### config.mk
export PLATFORM = sky130hd
export DESIGN_NAME = mcycle_ctrl
export DESIGN_NICKNAME = d
export VERILOG_FILES = /design/src/rtl/mcycle_ctrl.sv
export SDC_FILE = /design/constraint.sdc
export NUM_CORES = 1
export LEC_CHECK = 0
export CAP_MARGIN = 0
export CORE_ASPECT_RATIO = 1.1
export CORE_UTILIZATION = 57
export CTS_BUF_LIST = sky130_fd_sc_hd__clkbuf_16
export DETAILED_ROUTE_END_ITERATION = 10
export PLACE_DENSITY = 0.95
export SKIP_LAST_GASP = 1
export SLEW_MARGIN = 30
export SYNTH_ARGS = -nofsm -noshare
export SYNTH_HDL_FRONTEND = slang
export SYNTH_SLANG_ARGS = --single-unit
### constraint.sdc
create_clock -name CLK -period 11.2 [get_ports CLK]
set_input_delay 1.68 -clock CLK [delete_from_list [all_inputs] [get_ports CLK]]
set_output_delay 1.68 -clock CLK [all_outputs]
set_load 0.01 [all_outputs]
### src/rtl/mcycle_ctrl.sv
// mcycle_ctrl: RV32M sequencer for the iterative MCycle mul/div unit.
// Resolves divide special cases and caches the last divide result.
module mcycle_ctrl #(
  parameter int WIDTH    = 32,
  parameter bit REUSE_EN = 1'b1
) (
  input  logic             CLK,
  input  logic             RESET,
  input  logic             flush,
  input  logic             req_valid,
  output logic             req_ready,
  input  logic [2:0]       req_funct3,
  input  logic [WIDTH-1:0] req_op1,
  input  logic [WIDTH-1:0] req_op2,
  output logic             resp_valid,
  output logic [WIDTH-1:0] resp_data,
  output logic             busy,
  output logic             mc_reset,
  output logic             mc_start,
  output logic [1:0]       mc_op,
  output logic [WIDTH-1:0] mc_operand1,
  output logic [WIDTH-1:0] mc_operand2,
  input  logic [WIDTH-1:0] mc_result1,
  input  logic [WIDTH-1:0] mc_result2,
  input  logic             mc_busy
);

  typedef enum logic [2:0] {
    IDLE, ISSUE, WAIT, RESP, DRAIN
  } state_t;

  localparam logic [WIDTH-1:0] SMIN =
    {1'b1, {(WIDTH-1){1'b0}}};

  state_t           state_q, state_d;
  logic [2:0]       f3_q;
  logic             hsu_q;
  logic             c_valid, c_sgn;
  logic [WIDTH-1:0] c_op1, c_op2;
  logic [WIDTH-1:0] c_quo, c_rem;

  logic             accept, done;
  logic             rq_div, rq_rem, rq_sgn;
  logic             rq_dz, rq_ovf, rq_hit;
  logic             rq_fast;
  logic [1:0]       rq_op;
  logic [WIDTH-1:0] fast_data;
  logic             sel_hi;
  logic [WIDTH-1:0] raw, corr, wait_data;

  assign req_ready  = (state_q == IDLE)
                    & RESET & ~flush;
  assign accept     = req_valid & req_ready;
  assign busy       = (state_q != IDLE);
  assign mc_start   = (state_q == ISSUE);
  assign resp_valid = (state_q == RESP) & ~flush;
  assign mc_reset   = ~RESET;

  assign rq_div = req_funct3[2];
  assign rq_rem = req_funct3[1];
  assign rq_sgn = ~req_funct3[0];
  assign rq_dz  = rq_div & (req_op2 == '0);
  assign rq_ovf = rq_div & rq_sgn
                & (req_op1 == SMIN)
                & (req_op2 == '1);
  assign rq_hit = REUSE_EN & rq_div & c_valid
                & (c_op1 == req_op1)
                & (c_op2 == req_op2)
                & (c_sgn == rq_sgn);
  assign rq_fast = rq_dz | rq_ovf | rq_hit;

  assign rq_op = rq_div
    ? {1'b1, req_funct3[0]}
    : {1'b0, req_funct3 != 3'b001};

  always_comb begin
    fast_data = '0;
    unique case (1'b1)
      rq_dz:   fast_data = rq_rem ? req_op1 : '1;
      rq_ovf:  fast_data = rq_rem ? '0 : SMIN;
      default: fast_data = rq_rem ? c_rem : c_quo;
    endcase
  end

  // MULHSU runs unsigned; subtract op2 when rs1 is negative
  assign sel_hi = f3_q[2] ? f3_q[1]
                          : (f3_q[1:0] != 2'b00);
  assign raw  = sel_hi ? mc_result2 : mc_result1;
  assign corr = (f3_q == 3'b010 && hsu_q)
              ? mc_operand2 : '0;
  assign wait_data = raw - corr;

  assign done = (state_q == WAIT)
              & ~mc_busy & ~flush;

  always_comb begin
    state_d = state_q;
    unique case (state_q)
      IDLE:
        if (accept)
          state_d = rq_fast ? RESP : ISSUE;
      ISSUE:
        state_d = flush ? DRAIN : WAIT;
      WAIT:
        if (flush)         state_d = DRAIN;
        else if (!mc_busy) state_d = RESP;
      RESP:
        state_d = IDLE;
      DRAIN:
        if (!mc_busy) state_d = IDLE;
      default:
        state_d = IDLE;
    endcase
  end

  always_ff @(posedge CLK) begin
    if (!RESET) begin
      state_q     <= IDLE;
      f3_q        <= '0;
      hsu_q       <= 1'b0;
      mc_op       <= '0;
      mc_operand1 <= '0;
      mc_operand2 <= '0;
      resp_data   <= '0;
      c_valid     <= 1'b0;
      c_sgn       <= 1'b0;
      c_op1       <= '0;
      c_op2       <= '0;
      c_quo       <= '0;
      c_rem       <= '0;
    end else begin
      state_q <= state_d;
      if (accept) begin
        f3_q        <= req_funct3;
        hsu_q       <= req_op1[WIDTH-1];
        mc_op       <= rq_op;
        mc_operand1 <= req_op1;
        mc_operand2 <= req_op2;
        if (rq_fast)
          resp_data <= fast_data;
      end
      if (done) begin
        resp_data <= wait_data;
        if (REUSE_EN && f3_q[2]) begin
          c_valid <= 1'b1;
          c_sgn   <= ~f3_q[0];
          c_op1   <= mc_operand1;
          c_op2   <= mc_operand2;
          c_quo   <= mc_result1;
          c_rem   <= mc_result2;
        end
      end
    end
  end

endmodule

==> summary.txt <==
Setup path
  – WP buf/inv: 3
  – CP Cell Sequence: clkdlybuf4s50_1, inv_6, or3_1, nor3_1, clkdlybuf4s50_1
  – Setup crit start kind: input pin
  – Delay-heaviest family, CP: buffers and inverters
  – CP Data Arrival Time: 3.96 ns
  – Crit-path max cell delay: ~0.7 ns
  – Reg-to-reg endpoint: resp_data[30]$_SDFFE_PN0P_
  – CP Capture Type: output pin
  – Kind of critical path: in -> out
  – Slowest-stage cell, CP: clkdlybuf4s50_1
  – Cell seen most often among critical-path stages: clkdlybuf4s50_1
  – R2R Setup Slk: roughly 6.4 ns
  – CP Max Fanout: 58
  – Path depth of the worst reg2reg path: 17
  – Reg-to-reg startpoint: mc_op[1]$_SDFFE_PN0P_
  – Worst path required time: 9.52 ns

Power and ir drop
  – Switching fraction of total power: 0.268
  – Worst vdd ir: 142 uV
  – NetSw: about 510 uW
  – Comb pwr share: 0.144
  – PD cells: 124 mW/mm2
  – P_leak: 0.00540 uW
  – Power Internal: 1400 uW
  – Reg power frac: 0.444
  – Clock power share: 0.412

Synthesis
  – Post-synthesis cell area: approximately 0.012 mm2
  – Cells after synthesis: 1,586
  – Async set-reset flop share out of synthesis: 0
  – Synth cell types: 62
  – Post-synth top area share: 0.382
  – Ys flop type: dfxtp_1
  – Yosys top cell by area: dfxtp_1
  – Sequential fraction of the synthesis area: 0.382
  – Syn nets: 1,754
  – Yosys reg bits: 233
  – Syn avg cell area: roughly 7.7 um2
  – Synth warn: 0
  – Largest cells by area after synthesis: dfxtp_1 38%, nand2_1 14%, a21oi_1 9.4%
  – Number of synthesized flops with an enable pin: 0

Global routing
  – Grt ovf: 0
  – Largest net degree at the start of global routing: ~120
  – All-layer global routing usage: 0.391
  – Initial antenna violation count: 2
  – First-pass GRT wire length: 66,400 um
  – Vias in the first global route: about 12,000

Routing
  – Starting DRT DRC Count: between 1,000 and 1,500
  – Drt wl/cell: 21.3 um
  – Final Routed Wirelength: 43,900 um
  – DRT Pass-1 Iters: 7
  – Via count: 13,000
  – Via density: 6.32
  – DR DRC count: 0
  – Post-DRT Antenna Nets: 0

STA
  – Final hold slack: 0.451 ns
  – Fin. Hold Viols: 0
  – Number of max-slew violations in the final report: 0
  – Crit share post-route: 0.504
  – F_max: 177 MHz
  – Minimum clock period: 5.64 ns
  – Setup TNS Final: 0 ns
  – RSZ-0062 raised after global routing: no
  – Slew margin rel.: 0.347
  – Tightest Pin Transition: 0.980 ns
  – Clk_skew: 0.0238 ns
  – # setup viols final: 0

Hold path
  – Worst hold path type: reg -> reg
  – Hold_sp: c_rem[24]$_SDFFE_PN0P_
  – Hold Path End: c_rem[24]$_SDFFE_PN0P_
  – Hold path depth: 2

Place
  – Post-placement cell count: 2,015
  – Port Buffers: 238
  – Final GP Congestion: 0.940
  – DP HPWL: 30,300 um

Final layout
  – Layout Cells excl Fill: just over 2,000
  – Commonest non-fill, non-tap cell in the layout: nand2_1
  – Proportion of layout cells with a drive suffix above 1: 0.0564
  – Layout area overhead: 26.4%
  – Most frequent cells in the layout: 451 x nand2_1, 237 x clkdlybuf4s50_1, 233 x dfxtp_1
  – Nets: a little under 2,000

CTS
  – Worst-Skew Late Latency: 0.54 ns
  – Count of hold-fix buffers inserted at cts: 0
  – CTS H-tree lvls: 1
  – CTS root buf: clkbuf_16
  – Max clock buf depth: 3
  – Clk sink count: 233
  – Setup bufs post-CTS: 0
  – Cts bufs inserted: 24
  – Clock slew at reported path FFs: 0.06 ns
  – CTS tree: yes
  – Post_cts resized: 0

Floorplanning
  – Die Y: 155 um
  – Core Footprint: 0.0208 mm2
  – Die width: 142 um
  – Io pins: 239
  – Die ar.: approximately 0.022 mm2
  – Starting density of the core: 0.587
  – Row cnt: 55

Run
  – Maxcap violations: 0

Outcome
  – Outcome: completed
[power by group through the flow]
| stage | clock [uW] | combinational [uW] | sequential, uW |
|---|---|---|---|
| 5_1_grt | 821 | 292 | 850 |
| 3_3_place_gp | 0 | 261 | 868 |
| 3_5_place_dp | 0 | 265 | 868 |
| 6_report | 790 | 276 | 850 |
| 4_1_cts | 788 | 267 | 850 |
| 2_1_floorplan | 0 | 136 | 867 |
[cell type report]
class | count | area [um2]
Fill cell | 1523 | 5350
Multi-Input combinational cell | 1217 | 7020
Timing Repair Buffer | 252 | 2510
Tap cell | 285 | 357
Sequential cell | 233 | 4660
Clock buffer | 24 | 601
Inverter | 28 | 110
Clock inverter | 19 | 165
Antenna cell | 1 | 2.50
[per-layer routing]
metal,global-route usage,wire length [um],vias to the layer above
li1,-,-,5831
met5,0,13,-
met2,0.619,19500,951
met3,0.0769,5090,227
met1,0.473,15700,6010
met4,0.288,3490,2
[worst reg2reg max path, delay by kind of cell (launching register included)]
kind / cells / cell delay, ns
buf+inv: 3 / 0.73
fa+ha+maj: 2 / 0.66
mux: 1 / 0.32
flops: 1 / 0.48
compound gates: 11 / 2.47
[how the worst max path moves through the flow]
stage               slack (ns)           from                         end  cells past startpoint
floorplan                 6.74  mc_result1[0]  resp_data[30]$_SDFFE_PN0P_                     14
CTS                       5.60          RESET                   req_ready                      5
finish                    5.56          RESET                   req_ready                      5
global route              5.43          RESET                   req_ready                      5
global placement          5.67          RESET                   req_ready                      5
detailed placement        5.60          RESET                   req_ready                      5
[sequential cells by signal, summed over array words and instances (netlist names), 2 cells and up]
register and count:
c_op1 32, c_rem 32, c_op2 32, mc_operand2 32, state_q 3, c_quo 32
mc_operand1 32, resp_data 32, f3_q 2, mc_op 2
[kinds of logic (layout without fill, tap and decap cells)]
| kind of cell | count (synthesis) | after routing | synth area share |
|---|---|---|---|
| other cells | 0 | 1 | 0 |
| fa+ha+maj | 32 | 32 | 0.0334 |
| xor+xnor | 75 | 75 | 0.0538 |
| buf+inv | 136 | 323 | 0.0470 |
| mux | 83 | 83 | 0.0712 |
| compound gates | 412 | 412 | 0.197 |
| simple gates | 615 | 615 | 0.215 |
| flops | 233 | 233 | 0.382 |
[cell usage after synthesis (31+ instances only)]
cell and number:
xnor2_1 31, dfxtp_1 233, nand2_1 453, mux2i_1 52
mux2_2 31, ha_1 31, a211oi_1 33, nor2_1 51
a21oi_1 229, xor2_1 44, clkbuf_1 90, o21ai_0 51
[metrics by stage]
step | instance area [um2] | util | total power, uW | setup WS [ns]
finish | 15400 | 0.742 | 1920 | 5.56
global route | 15400 | 0.742 | 1960 | 5.43
CTS | 15400 | 0.742 | 1900 | 5.60
detailed placement | 14700 | 0.705 | 1130 | 5.60
global placement | 14600 | 0.704 | 1130 | 5.67
floorplan | 12200 | - | 1000 | 6.74
Power figures use the tool's default switching activity.
